$ cat config.mk
export PLATFORM = sky130hd
export DESIGN_NAME = multsigned_dot_seq
export DESIGN_NICKNAME = d
export VERILOG_FILES = /design/src/rtl/multsigned_dot_seq.sv
export SDC_FILE = /design/constraint.sdc
export NUM_CORES = 1
export LEC_CHECK = 0
export ABC_AREA = 1
export ABC_CLOCK_PERIOD_IN_PS = 6000
export CAP_MARGIN = 20
export CORE_MARGIN = 1
export CORE_UTILIZATION = 45
export DETAILED_ROUTE_END_ITERATION = 10
export PLACE_DENSITY = 0.76
export SYNTH_ARGS = -nofsm -noshare
export SYNTH_HDL_FRONTEND = slang
export SYNTH_SLANG_ARGS = --single-unit
$ cat constraint.sdc
create_clock -name clk_i -period 6 [get_ports clk_i]
set_input_delay 0.6 -clock clk_i [delete_from_list [all_inputs] [get_ports clk_i]]
set_output_delay 0.6 -clock clk_i [all_outputs]
set_load 0.02 [all_outputs]
$ cat src/rtl/multsigned_dot_seq.sv
// multsigned_dot_seq
// Sequencer around one external multsigned_array. Operand beats arrive over
// valid/ready and are registered into the array inputs (S1). The array's
// partial products are reduced per lane and summed across lanes (S2), then
// added into a signed accumulator (S3). The final sum is returned over
// valid/ready.
//
// Build option: define MULTSIGNED_DOT_SAT_EN to make the accumulator
// saturate on signed overflow, stay saturated for the rest of the job and
// report it on the extra output sat_o. Without it the accumulator wraps
// modulo 2^ACC_W and sat_o does not exist.
module multsigned_dot_seq #(
    parameter int  IN_SIZE_0  = 4,
    parameter int  IN_SIZE_1  = 8,
    parameter int  SIZE_ARRAY = 8,
    parameter int  ACC_W      = 32,
    parameter int  LEN_W      = 16,
    localparam int NPP        = (IN_SIZE_1 + 2) / 3,
    localparam int PW         = IN_SIZE_0 + IN_SIZE_1
) (
    input  logic                 clk_i,
    input  logic                 rst_ni,
    input  logic                 start_i,
    input  logic [LEN_W-1:0]     len_i,
    output logic                 busy_o,
    input  logic                 in_valid_i,
    output logic                 in_ready_o,
    input  logic [IN_SIZE_0-1:0] in_0_i     [0:SIZE_ARRAY-1],
    input  logic [IN_SIZE_1-1:0] in_1_i     [0:SIZE_ARRAY-1],
    output logic [IN_SIZE_0-1:0] arr_in_0_o [0:SIZE_ARRAY-1],
    output logic [IN_SIZE_1-1:0] arr_in_1_o [0:SIZE_ARRAY-1],
    input  logic [PW-1:0]        arr_pp_i   [0:NPP*SIZE_ARRAY-1],
    output logic                 out_valid_o,
    input  logic                 out_ready_i,
    output logic [ACC_W-1:0]     out_data_o
`ifdef MULTSIGNED_DOT_SAT_EN
    ,
    output logic                 sat_o
`endif
);

    localparam logic [LEN_W-1:0] LEN_ONE = LEN_W'(1);

`ifdef MULTSIGNED_DOT_SAT_EN
    localparam logic [ACC_W-1:0] ACC_MAX = {1'b0, {(ACC_W-1){1'b1}}};
    localparam logic [ACC_W-1:0] ACC_MIN = {1'b1, {(ACC_W-1){1'b0}}};
`endif

    typedef enum logic [1:0] {
        ST_IDLE  = 2'd0,
        ST_RUN   = 2'd1,
        ST_DRAIN = 2'd2,
        ST_RESP  = 2'd3
    } state_t;

    // Control state
    state_t             state_q, state_d;
    logic [LEN_W-1:0]   len_q, len_d;
    logic [LEN_W-1:0]   cnt_q, cnt_d;

    // S1: registered operands feeding the array
    logic                 s1_vld_q, s1_vld_d;
    logic [IN_SIZE_0-1:0] s1_in_0_q [0:SIZE_ARRAY-1];
    logic [IN_SIZE_0-1:0] s1_in_0_d [0:SIZE_ARRAY-1];
    logic [IN_SIZE_1-1:0] s1_in_1_q [0:SIZE_ARRAY-1];
    logic [IN_SIZE_1-1:0] s1_in_1_d [0:SIZE_ARRAY-1];

    // S2: cross-lane sum of the current beat
    logic               s2_vld_q, s2_vld_d;
    logic [ACC_W-1:0]   s2_sum_q, s2_sum_d;

    // S3: accumulator and result register
    logic [ACC_W-1:0]   acc_q, acc_d;
    logic [ACC_W-1:0]   acc_sum;
    logic [ACC_W-1:0]   out_data_q, out_data_d;

`ifdef MULTSIGNED_DOT_SAT_EN
    logic               sat_q, sat_d;
    logic               sat_out_q, sat_out_d;
    logic               acc_ovf;
`endif

    // Combinational reduction results
    logic [ACC_W-1:0]   lane_ext [0:SIZE_ARRAY-1];
    logic [ACC_W-1:0]   beat_sum;

    // Handshake strobes
    logic               in_ready;
    logic               beat_acc;
    logic               job_start;

    assign in_ready  = (state_q == ST_RUN) && (cnt_q < len_q);
    assign beat_acc  = in_ready && in_valid_i;
    assign job_start = (state_q == ST_IDLE) && start_i;

    // Per-lane reduction: the partial products of a lane add up (mod 2^PW)
    // to the exact signed product, which is then sign-extended to ACC_W.
    for (genvar gi = 0; gi < SIZE_ARRAY; gi++) begin : g_lane
        logic [PW-1:0] prod;

        // Sum this lane's NPP partial products modulo 2^PW
        always_comb begin
            prod = '0;
            for (int k = 0; k < NPP; k++) begin
                prod = prod + arr_pp_i[gi*NPP + k];
            end
        end

        assign lane_ext[gi] = {{(ACC_W-PW){prod[PW-1]}}, prod};
    end

    // Sum all sign-extended lane products of the beat held in S1
    always_comb begin
        beat_sum = '0;
        for (int i = 0; i < SIZE_ARRAY; i++) begin
            beat_sum = beat_sum + lane_ext[i];
        end
    end

    // Job sequencing: start capture, beat counting, drain wait, response
    always_comb begin
        state_d    = state_q;
        len_d      = len_q;
        cnt_d      = cnt_q;
        out_data_d = out_data_q;
`ifdef MULTSIGNED_DOT_SAT_EN
        sat_out_d  = sat_out_q;
`endif
        case (state_q)
            ST_IDLE: begin
                if (start_i) begin
                    len_d = len_i;
                    cnt_d = '0;
                    if (len_i == '0) begin
                        // Empty job answers immediately with a zero sum
                        state_d    = ST_RESP;
                        out_data_d = '0;
`ifdef MULTSIGNED_DOT_SAT_EN
                        sat_out_d  = 1'b0;
`endif
                    end else begin
                        state_d = ST_RUN;
                    end
                end
            end
            ST_RUN: begin
                if (beat_acc) begin
                    // cnt_q < len_q here, so the increment never wraps
                    cnt_d = cnt_q + LEN_ONE;
                    if (cnt_q == len_q - LEN_ONE) begin
                        state_d = ST_DRAIN;
                    end
                end
            end
            ST_DRAIN: begin
                // Once S1 and S2 are empty the accumulator holds the final sum
                if (!s1_vld_q && !s2_vld_q) begin
                    state_d    = ST_RESP;
                    out_data_d = acc_q;
`ifdef MULTSIGNED_DOT_SAT_EN
                    sat_out_d  = sat_q;
`endif
                end
            end
            ST_RESP: begin
                if (out_ready_i) begin
                    state_d = ST_IDLE;
                end
            end
            default: begin
                state_d = ST_IDLE;
            end
        endcase
    end

    // Pipeline advance: S1 loads on accepted beats, S2 captures the beat sum
    always_comb begin
        s1_vld_d  = beat_acc;
        s1_in_0_d = s1_in_0_q;
        s1_in_1_d = s1_in_1_q;
        if (beat_acc) begin
            s1_in_0_d = in_0_i;
            s1_in_1_d = in_1_i;
        end
        s2_vld_d = s1_vld_q;
        s2_sum_d = s1_vld_q ? beat_sum : s2_sum_q;
    end

    // S3 accumulation, cleared at job start
    always_comb begin
        acc_d   = acc_q;
        acc_sum = acc_q + s2_sum_q;
`ifdef MULTSIGNED_DOT_SAT_EN
        sat_d   = sat_q;
        // Signed overflow: operands share a sign that the sum does not
        acc_ovf = (acc_q[ACC_W-1] == s2_sum_q[ACC_W-1]) &&
                  (acc_sum[ACC_W-1] != acc_q[ACC_W-1]);
`endif
        if (job_start) begin
            acc_d = '0;
`ifdef MULTSIGNED_DOT_SAT_EN
            sat_d = 1'b0;
`endif
        end else if (s2_vld_q) begin
`ifdef MULTSIGNED_DOT_SAT_EN
            // Once saturated the value is frozen for the rest of the job
            if (!sat_q) begin
                if (acc_ovf) begin
                    acc_d = acc_q[ACC_W-1] ? ACC_MIN : ACC_MAX;
                    sat_d = 1'b1;
                end else begin
                    acc_d = acc_sum;
                end
            end
`else
            acc_d = acc_sum;
`endif
        end
    end

    // Control state registers
    always_ff @(posedge clk_i or negedge rst_ni) begin
        if (!rst_ni) begin
            state_q    <= ST_IDLE;
            len_q      <= '0;
            cnt_q      <= '0;
            out_data_q <= '0;
`ifdef MULTSIGNED_DOT_SAT_EN
            sat_out_q  <= 1'b0;
`endif
        end else begin
            state_q    <= state_d;
            len_q      <= len_d;
            cnt_q      <= cnt_d;
            out_data_q <= out_data_d;
`ifdef MULTSIGNED_DOT_SAT_EN
            sat_out_q  <= sat_out_d;
`endif
        end
    end

    // S1 operand registers driving the array
    always_ff @(posedge clk_i or negedge rst_ni) begin
        if (!rst_ni) begin
            s1_vld_q <= 1'b0;
            for (int i = 0; i < SIZE_ARRAY; i++) begin
                s1_in_0_q[i] <= '0;
                s1_in_1_q[i] <= '0;
            end
        end else begin
            s1_vld_q  <= s1_vld_d;
            s1_in_0_q <= s1_in_0_d;
            s1_in_1_q <= s1_in_1_d;
        end
    end

    // S2 beat-sum register and S3 accumulator
    always_ff @(posedge clk_i or negedge rst_ni) begin
        if (!rst_ni) begin
            s2_vld_q <= 1'b0;
            s2_sum_q <= '0;
            acc_q    <= '0;
`ifdef MULTSIGNED_DOT_SAT_EN
            sat_q    <= 1'b0;
`endif
        end else begin
            s2_vld_q <= s2_vld_d;
            s2_sum_q <= s2_sum_d;
            acc_q    <= acc_d;
`ifdef MULTSIGNED_DOT_SAT_EN
            sat_q    <= sat_d;
`endif
        end
    end

    assign busy_o      = (state_q != ST_IDLE);
    assign in_ready_o  = in_ready;
    assign out_valid_o = (state_q == ST_RESP);
    assign out_data_o  = out_data_q;
    assign arr_in_0_o  = s1_in_0_q;
    assign arr_in_1_o  = s1_in_1_q;
`ifdef MULTSIGNED_DOT_SAT_EN
    assign sat_o       = sat_out_q;
`endif

endmodule

==> summary.md, run 1 <==
| Metric | Value |
|---|---|
| Outcome | finished clean |
| DR DRC count | 0 |
| Final hold violation count | 0 |
| Ys async rst share | 1.00 |
| Clock skew | approximately 0.013 ns |
| Root buffer cell | clkbuf_16 |
| Crit start category | input port |
| Number of DRC markers in iteration 0 | 1349 |
| FF-to-FF End | arr_in_1_o[29]$_DFFE_PN0P_ |
| Via count | 18700 |
| EDFF count, synth | 0 |
| Critical Path Most Common Cell | fa_1 |
| Overflow after GRT | 0 |
| Die W | 209 um |
| Initial Utilization | 0.457 |
| H-tree levels | 1 |
| Non-Filler Instances | 3589 |
| Syn_area_per_cell | roughly 8.2 sq um |
| Detailed Route WL | roughly 65000 um |
| Maxcap violations | 0 |
| Core area | 42100 sq um |
| Slew HR | 0.354 |
| Yosys reg bits | 215 |
| Tot GR Track Use | 0.289 |
| Final period util | 0.980 |
| Critical path class | in2reg |
| Worst-path fanout max | 4 |
| Slowest cell on crit path | fa_1 |
| Via density | 5.22 |
| Cts bufs inserted | 25 |
| Synth Net Count | between 3000 and 4000 |
| Syn Std Cell Area | just under 20000 sq um |
| Worst hold slack | 0.0800 ns |
| Reg2reg start | len_q[7]$_DFFE_PN0P_ |
| Clk buf depth | 3 |
| Synth Instances | 2348 |
| DIE HEIGHT | 209 um |
| RePlAce Congestion | between 0.9 and 1 |
| Final Core Density | 0.662 |
| Worst Reg-to-Reg Cells | 13 |
| Number of antenna violations at the first check in global routing | 3 |
| Synth warn | 0 |
| Port Buf Inserts | 535 |
| Slowest stage delay, CP | 0.54 ns |
| First-pass GRT wire length | between 90000 and 100000 um |
| CP Capture Type | flip-flop |
| Fmax | 0.170 GHz |
| Period minus WS final | slightly below 6 ns |
| Die Area | 43700 sq um |
| Synth cell types | 48 |
| Routed length per instance | 18.1 um |
| Clock-pin slew on the worst setup and hold paths | 0.06 ns |
| Number of global-route vias before repair | 18900 |
| Arrival @ worst endpoint | 6.32 ns |
| P&R area growth vs syn | 44.7% |
| Max Slew Vio Count | 0 |
| Fraction of layout instances using a drive strength above 1 | 0.123 |
| Hold Crit Class | in2async |
| Clock tree sinks | 215 |
| Largest net degree at the start of global routing | approximately 110 |
| Final net count | 3759 |
| Post-route ant nets | 0 |
| Worst R2R Setup Slack | approximately 2.6 ns |
| Clock Latency Late Sink | 0.55 ns |
| DP Wirelength | 53500 um |
| Register area share after synthesis | 0.279 |
| Final setup viols | 0 |
| Io pins | 536 |
| Top FF cell, synth | dfrtp_1 |
| Worst Path Required | 6.43 ns |
| Hold_buf cts | 0 |
| Worst slew pin tran | between 0.9 and 1 ns |
| Pre-antenna DRT Iters | 8 |
| CTS tree | built |
| Placed insts | around 3500 |
| Row Count | 75 |
[flip-flops by register name, indices dropped and copies added (netlist names)]
name	cells
s1_vld_q	1
out_data_o	32
arr_in_1_o	64
s2_sum_q	19
len_q	16
acc_q	32
state_q	2
arr_in_0_o	32
cnt_q	16
s2_vld_q	1
[worst max-delay path by stage]
stage,startpoint,end,slack (ns),cells after the start
6_report,arr_pp_i[231],s2_sum_q[15]$_DFFE_PN0P_,0.12,27
2_1_floorplan,arr_pp_i[253],s2_sum_q[15]$_DFFE_PN0P_,-0.02,28
4_1_cts,arr_pp_i[205],s2_sum_q[15]$_DFFE_PN0P_,0.004,26
3_5_place_dp,arr_pp_i[253],s2_sum_q[15]$_DFFE_PN0P_,-0.80,29
3_3_place_gp,arr_pp_i[253],s2_sum_q[15]$_DFFE_PN0P_,-0.72,29
5_1_grt,arr_pp_i[231],s2_sum_q[15]$_DFFE_PN0P_,-0.06,27
[per-layer routing]
layer / GRT usage / wire length, um / share of wire / vias up
met3: 0.0289 / 3510 / 0.054 / 116
li1: - / - / - / 8920
met2: 0.523 / 33600 / 0.52 / 753
met1: 0.358 / 25800 / 0.40 / 8956
met5: 0 / 0 / 0 / -
met4: 0.101 / 2120 / 0.033 / 0
[layout by cell type, fill, tap and decap left out, drive strengths merged, types with 11 or more instances in the layout]
cell           Yosys  routed
nand4             13      13
nor2             124     124
dfrtp            215     215
fa               173     173
inv              286     288
clkdlybuf4s50      0     500
nand3            106     106
xor2              75      75
nand2            660     660
xnor2             58      58
buf               25     172
a21o              12      12
clkbuf            25      34
dlymetal6s2s       0      29
a21oi            151     151
ha               151     151
nor3              29      29
or2               20      20
o21ai            156     156
o2111ai           11      11
[timing repair]
action	4_1_cts	5_1_grt
pin swaps	17	72
cloned	0	0
resized for setup	17	154
setup endpoints to repair	6	11
setup buffers	4	4
[critical path: cells and delay by family]
family                   cells  cell delay [ns]
XOR/XNOR                     1             0.20
buffers and inverters        7             1.08
adder cells (fa/ha/maj)      7             3.17
AO/OA/AOI/OAI                1             0.09
AND/OR/NAND/NOR             11             1.15
[logic make-up after synthesis]
kind of cell    count (synthesis)  share of synthesized area
xor+xnor                      133                     0.0605
fa+ha+maj                     324                      0.278
buf+inv                       336                     0.0677
simple gates                  974                      0.212
compound gates                366                      0.103
flops                         215                      0.279
[metrics by stage]
step                      cell area [sq um]  setup slack (ns)  TNS (ns)
final                                 27900             0.118         0
after global routing                  27900           -0.0575    -0.136
after CTS                             27200           0.00394         0
after detailed placement              26300            -0.799     -6.92
after global placement                26300            -0.717     -6.19
after floorplan                       19300           -0.0157   -0.0157
[synth_stat cells (2+ instances only)]
library cell | number | area [sq um]
a21o_1 | 12 | 90.1
a21oi_1 | 149 | 746
a21oi_2 | 2 | 17.5
a31oi_1 | 8 | 50.1
and2_1 | 2 | 12.5
buf_1 | 5 | 18.8
buf_2 | 16 | 80.1
buf_4 | 3 | 22.5
clkbuf_1 | 22 | 82.6
clkbuf_2 | 3 | 15.0
dfrtp_1 | 215 | 5380
fa_1 | 173 | 3460
ha_1 | 151 | 1890
inv_1 | 280 | 1050
inv_2 | 6 | 22.5
nand2_1 | 656 | 2460
nand2_2 | 3 | 18.8
nand3_1 | 105 | 526
nand3b_1 | 10 | 75.1
nand4_1 | 12 | 75.1
nor2_1 | 116 | 435
nor2_2 | 4 | 25.0
nor2_4 | 4 | 45.0
nor3_1 | 27 | 135
nor4_1 | 9 | 56.3
o2111ai_1 | 11 | 96.3
o211ai_1 | 2 | 15.0
o21a_1 | 3 | 22.5
o21ai_0 | 116 | 581
o21ai_1 | 39 | 195
o21bai_1 | 9 | 67.6
o22ai_1 | 7 | 43.8
o31ai_1 | 4 | 30.0
or2_2 | 19 | 119
xnor2_1 | 58 | 508
xor2_1 | 75 | 657
[cell type report]
type	instances	area, sq um
Clock inverter	13	155
Multi-Input combinational cell	1797	13200
Sequential cell	215	5380
Antenna cell	3	7.51
Fill cell	3377	14300
Tap cell	539	674
Inverter	286	1080
Timing Repair Buffer	705	6700
Clock buffer	31	678
Power of run 1 is not shown: default switching activity piles up to over one toggle a cycle in this logic, so the estimate is an artifact.
==> inputs of run 2 (changes only) <==
--- a/config.mk
+++ b/config.mk
@@ -11,7 +11,9 @@
 export CORE_MARGIN = 1
 export CORE_UTILIZATION = 45
 export DETAILED_ROUTE_END_ITERATION = 10
+export GPL_ROUTABILITY_DRIVEN = 0
 export PLACE_DENSITY = 0.76
+export REMOVE_ABC_BUFFERS = 1
 export SYNTH_ARGS = -nofsm -noshare
 export SYNTH_HDL_FRONTEND = slang
 export SYNTH_SLANG_ARGS = --single-unit
==> run 2 against run 1 <==
  * Critical path depth did not move
  * Clock skew rose by 0.0085 ns
  * Sequential share of layout area fell by 0.086 points
==> summary.md, run 2 (synthesized netlist as in run 1, its figures left out) <==
| Metric | Value |
|---|---|
| Outcome | finished clean (unchanged) |
| Number of DRC markers in iteration 0 | 986 (was 1349) |
| Crit path max-delay family | adder cells (unchanged) |
| Cts bufs inserted | 22 (was 25) |
| First-pass GRT wire length | 92500 um (was 99300 um) |
| Final period util | 0.991 (was 0.980) |
| Worst R2R Setup Slack | 2.52 ns (was 2.60 ns) |
| # fillers | 3383 (was 3377) |
| Fraction of layout instances using a drive strength above 1 | 0.129 (was 0.123) |
| Die Area | 43700 sq um (unchanged) |
| Hold_buf cts | 0 (unchanged) |
| Slowest cell on crit path | fa_1 (unchanged) |
| Placed Area | 26500 sq um (was 26300 sq um) |
| Post-route ant nets | 0 (unchanged) |
| Pre-antenna DRT Iters | 5 (was 8) |
| Arrival @ worst endpoint | 6.35 ns (was 6.32 ns) |
| Io pins | 536 (unchanged) |
| Setup_tns | 0 ns (unchanged) |
| Fmax | 0.168 GHz (was 0.170 GHz) |
| Period minus WS final | 5.94 ns (was 5.88 ns) |
| Clock-pin slew on the worst setup and hold paths | 0.06 ns (about the same) |
| DR DRC count | 0 (unchanged) |
| Slowest stage delay, CP | 0.58 ns (was 0.54 ns) |
| Crit start category | input port (unchanged) |
| Clock tree sinks | 215 (unchanged) |
| Critical path class | in2reg (unchanged) |
| Area of the multi-input gates | 13300 sq um (was 13200 sq um) |
| Root buffer cell | clkbuf_16 (unchanged) |
| Largest net degree at the start of global routing | 100 (was 108) |
| Sequential cell area | 5380 sq um (unchanged) |
| Overflow after GRT | 0 (unchanged) |
| Final hold violation count | 0 (unchanged) |
| H-tree levels | 1 (unchanged) |
| Via density | 5.09 (was 5.22) |
| P&R area growth vs syn | 45.3% (was 44.7%) |
| Tot GR Track Use | 0.261 (was 0.289) |
| Core area | 42100 sq um (unchanged) |
| Worst Reg-to-Reg Cells | 10 (was 13) |
| Final net count | 3786 (was 3759) |
| Clock skew | 0.0211 ns (was 0.0126 ns) |
| Crit path buf inv count | 7 (unchanged) |
| CP Capture Type | flip-flop (unchanged) |
| CTS tree | built (unchanged) |
| Hold Crit Class | in2async (unchanged) |
| Routed length per instance | 16.4 um (was 18.1 um) |
| Maxcap violations | 0 (unchanged) |
| Worst-path fanout max | 3 (was 4) |
| Worst Path Required | 6.41 ns (was 6.43 ns) |
| Slew HR | 0.291 (was 0.354) |
| DP Wirelength | 47900 um (was 53500 um) |
| Number of antenna violations at the first check in global routing | 2 (was 3) |
| Worst slew pin tran | 1.06 ns (was 0.969 ns) |
| DIE HEIGHT | 209 um (unchanged) |
| Die W | 209 um (unchanged) |
| Number of global-route vias before repair | 18700 (was 18900) |
| Commonest non-fill, non-tap cell in the layout | nand2_1 (unchanged) |
| Via count | 18400 (was 18700) |
| Post-Layout Inst Area | 28000 sq um (was 27900 sq um) |
| Port Buf Inserts | 535 (unchanged) |
| Final setup viols | 0 (unchanged) |
| Row Count | 75 (unchanged) |
| Clock Latency Late Sink | 0.52 ns (was 0.55 ns) |
| Initial Utilization | 0.457 (unchanged) |
| Critical Path Most Common Cell | fa_1 (unchanged) |
| Reg2reg start | cnt_q[15]$_DFFE_PN0P_ (was len_q[7]$_DFFE_PN0P_) |
| Flip-flop count of the largest register after layout | 64 (unchanged) |
| Most frequent cells in the layout | nand2_1, clkdlybuf4s50_1, inv_1 (unchanged) |
| RSZ-0062 raised after global routing | yes |
| Max Slew Vio Count | 0 (unchanged) |
| Clk buf depth | 3 (unchanged) |
| FF-to-FF End | cnt_q[13]$_DFFE_PN0P_ (was arr_in_1_o[29]$_DFFE_PN0P_) |
| Detailed Route WL | 59300 um (was 65000 um) |
## run 2: cell count changes in the layout (fill, tap and decap cells not counted), sizes merged
cell	before	now
clkdlybuf4s15	1	0
clkinvlp	3	1
clkdlybuf4s50	500	514
buf	172	201
dlygate4sd2	0	1
dlymetal6s2s	29	16
inv	288	286
diode	3	1
bufinv	3	1
## run 2: layout make-up
| type | count | area share |
|---|---|---|
| clock buffers | 31 | 0.0227 |
| well taps | 539 | 0.0241 |
| diodes | 1 | 0.0000894 |
| flip-flops and latches | 215 | 0.192 |
| multi-input cells | 1797 | 0.474 |
| repair buffers | 735 | 0.246 |
| inverters | 286 | 0.0384 |
| clock inverters | 7 | 0.00264 |
## run 2: how the worst max path moves through the flow
stage                             start                  endpoint  slack (ns)  cells past startpoint
after floorplan           arr_pp_i[253]  s2_sum_q[15]$_DFFE_PN0P_       -0.34                     28
after global placement    arr_pp_i[253]  s2_sum_q[15]$_DFFE_PN0P_       -1.04                     29
after detailed placement  arr_pp_i[253]  s2_sum_q[15]$_DFFE_PN0P_       -1.28                     29
after CTS                 arr_pp_i[266]  s2_sum_q[15]$_DFFE_PN0P_        0.01                     28
after global routing      arr_pp_i[150]  s2_sum_q[30]$_DFFE_PN0P_       -0.14                     24
final                     arr_pp_i[150]  s2_sum_q[15]$_DFFE_PN0P_        0.06                     27
## run 2: metal layers
metal | wire [um] | GRT usage | vias up | part of all wire
li1 | - | - | 8961 | -
met1 | 22400 | 0.300 | 8611 | 0.38
met2 | 31900 | 0.503 | 672 | 0.54
met3 | 2810 | 0.0254 | 120 | 0.047
met4 | 2160 | 0.0862 | 0 | 0.037
met5 | 0 | 0 | - | 0
## run 2: metrics by stage
step	hold WS, ns	utilization	setup slack, ns	std cells
final	0.158	0.665	0.0557	3611
after global routing	0.211	0.665	-0.145	3611
after CTS	0.191	0.649	0.0113	3598
after detailed placement	0.464	0.628	-1.28	3556
after global placement	0.460	0.628	-1.04	3556
after floorplan	0.304	-	-0.345	2298
## run 2: repair_timing
action | in CTS | in global routing
endpoints found under the setup margin | 11 | 11
resized for setup | 45 | 127
pin swaps | 29 | 87
buffers inserted | 4 | 13
Power of run 2 is left out for the same reason.
==> inputs of run 3 (changes only) <==
--- a/config.mk
+++ b/config.mk
@@ -6,7 +6,7 @@
 export NUM_CORES = 1
 export LEC_CHECK = 0
 export ABC_AREA = 1
-export ABC_CLOCK_PERIOD_IN_PS = 6000
+export ABC_CLOCK_PERIOD_IN_PS = 7000
 export CAP_MARGIN = 20
 export CORE_MARGIN = 1
 export CORE_UTILIZATION = 45
==> constraint.sdc (replaced) <==
create_clock -name clk_i -period 7 [get_ports clk_i]
set_input_delay 0.7 -clock clk_i [delete_from_list [all_inputs] [get_ports clk_i]]
set_output_delay 0.7 -clock clk_i [all_outputs]
set_load 0.02 [all_outputs]
==> run 3 against run 2 <==
  * Clock skew fell by 0.0017 ns
  * Worst hold slack worse by 0.13 ns
  * Sequential cell count did not move
  * Register-to-register slack better by 0.96 ns
  * Setup slack improved by 0.36 ns
  * Global-route usage shrank 0.68 points
  * Via count down 4.5%
  * Non-clock buffer count is 180 lower
==> summary.md, run 3 (synthesized netlist as in run 1, its figures left out) <==
| Metric | Value |
|---|---|
| Outcome | finished clean (unchanged) |
| DP Wirelength | 46800 um (was 47900 um) |
| DIE HEIGHT | 209 um (unchanged) |
| Crit path max-delay family | adder cells (unchanged) |
| Tot GR Track Use | 0.255 (was 0.261) |
| Worst Path Required | 7.41 ns (was 6.41 ns) |
| Largest net degree at the start of global routing | 137 (was 100) |
| Period minus WS final | 6.58 ns |
| Post-route ant nets | 0 (unchanged) |
| CTS tree | built (unchanged) |
| Area of the multi-input gates | 12600 sq um (was 13300 sq um) |
| Final Core Density | 0.619 (was 0.665) |
| Clk buf depth | 3 (unchanged) |
| # fillers | 3598 (was 3383) |
| Root buffer cell | clkbuf_16 (unchanged) |
| Final setup viols | 0 (unchanged) |
| Clock-pin slew on the worst setup and hold paths | 0.06 ns (about the same) |
| P&R area growth vs syn | 35.4% (was 45.3%) |
| Fraction of layout instances using a drive strength above 1 | 0.0359 (was 0.129) |
| CP Capture Type | flip-flop (unchanged) |
| H-tree levels | 1 (unchanged) |
| Commonest non-fill, non-tap cell in the layout | nand2_1 (unchanged) |
| Slew HR | 0.290 (was 0.291) |
| Io pins | 536 (unchanged) |
| Row Count | 75 (unchanged) |
| Worst-path fanout max | 3 (unchanged) |
| Worst slew pin tran | 1.07 ns (was 1.06 ns) |
| Detailed Route WL | 56400 um (was 59300 um) |
| Hold Crit Class | in2async (unchanged) |
| Number of DRC markers in iteration 0 | 1200 (was 986) |
| Worst R2R Setup Slack | 3.48 ns (was 2.52 ns) |
| Maxcap violations | 0 (unchanged) |
| Pre-antenna DRT Iters | 8 (was 5) |
| Fmax | 0.152 GHz |
| Clock tree sinks | 215 (unchanged) |
| Clock skew | 0.0193 ns (was 0.0211 ns) |
| Core area | 42100 sq um (unchanged) |
| Slowest cell on crit path | fa_1 (unchanged) |
| Most frequent cells in the layout | nand2_1, clkdlybuf4s50_1, inv_1 (unchanged) |
| Crit path buf inv count | 6 (was 7) |
| Routed length per instance | 16.4 um (about the same) |
| Port Buf Inserts | 535 (unchanged) |
| Overflow after GRT | 0 (unchanged) |
| Setup bufs post-CTS | 0 (was 4) |
| Final hold violation count | 0 (unchanged) |
| Critical Path Most Common Cell | fa_1 (unchanged) |
| DR DRC count | 0 (unchanged) |
| Via density | 5.10 (was 5.09) |
| First-pass GRT wire length | 89800 um (was 92500 um) |
| Crit start category | input port (unchanged) |
| Clock Latency Late Sink | 0.54 ns (was 0.52 ns) |
| Initial Utilization | 0.457 (unchanged) |
| Critical path class | in2reg (unchanged) |
| Via count | 17500 (was 18400) |
| RSZ-0062 raised after global routing | no (was yes) |
| Slowest stage delay, CP | 0.58 ns (about the same) |
| Arrival @ worst endpoint | 6.99 ns (was 6.35 ns) |
| Die W | 209 um (unchanged) |
| Number of antenna violations at the first check in global routing | 5 (was 2) |
| Max Slew Vio Count | 0 (unchanged) |
| Cts bufs inserted | 24 (was 22) |
| Final net count | 3608 (was 3786) |
| Number of global-route vias before repair | 18100 (was 18700) |
| Flip-flop count of the largest register after layout | 64 (unchanged) |
| Die Area | 43700 sq um (unchanged) |
| Final period util | 0.940 |
| Sequential cell area | 5380 sq um (unchanged) |
-- run 3: changes by cell type in the layout (fill, tap and decap cells not counted), moves of 12 or more --
cell	previous run	this run
ha_4	22	0
a21oi_2	21	1
ha_1	127	151
nand2_1	643	656
o21ai_0	103	115
buf_4	197	18
clkdlybuf4s50_1	514	534
nand2_2	16	3
dlymetal6s2s_1	16	0
a21oi_1	125	149
-- run 3: per-layer routing --
metal	up-vias	wire length [um]	track usage
met2	633	29700	0.487
met3	100	2910	0.0284
li1	8597	-	-
met1	8208	22000	0.294
met4	0	1700	0.0806
met5	-	0	0
-- run 3: path summary, 6_finish.rpt --
| path | end | cells after the start | start |
|---|---|---|---|
| setup / recovery | s2_sum_q[15]$_DFFE_PN0P_ | 29 | arr_pp_i[253] |
| hold / removal | len_q[1]$_DFFE_PN0P_ | 1 | rst_ni |
| setup reg to reg | arr_in_1_o[23]$_DFFE_PN0P_ | 10 | cnt_q[13]$_DFFE_PN0P_ |
| hold reg to reg | arr_in_0_o[6]$_DFFE_PN0P_ | 2 | arr_in_0_o[6]$_DFFE_PN0P_ |
| max in group asynchronous | arr_in_0_o[6]$_DFFE_PN0P_ | 4 | rst_ni |
| min in group clk_i | arr_in_0_o[6]$_DFFE_PN0P_ | 2 | arr_in_0_o[6]$_DFFE_PN0P_ |
-- run 3: final cells by class --
class | instances | share of cell area
diodes | 3 | 0.000288
multi-input cells | 1797 | 0.483
repair buffers | 555 | 0.213
clock buffers | 35 | 0.0265
well taps | 539 | 0.0259
clock inverters | 9 | 0.00432
inverters | 286 | 0.0412
flip-flops and latches | 215 | 0.206
-- run 3: timing repair --
item / 4_1_cts / 5_1_grt
gates resized for setup: 0 / 1
hold buffers: 0 / 0
hold endpoints to repair: 0 / 0
endpoints found under the setup margin: 0 / 1
-- run 3: stage by stage --
stage,instance area (sq um),setup slack [ns],hold slack [ns],setup TNS [ns],std cells
4_1_cts,26000,0.348,0.403,0,3434
2_1_floorplan,19000,0.555,0.404,0,2298
3_3_place_gp,25200,-0.194,0.461,-0.230,3390
5_1_grt,26100,0.00106,0.0223,0,3439
3_5_place_dp,25200,-0.216,0.464,-0.571,3390
6_report,26100,0.420,0.0321,0,3439
Power of run 3 is left out for the same reason.
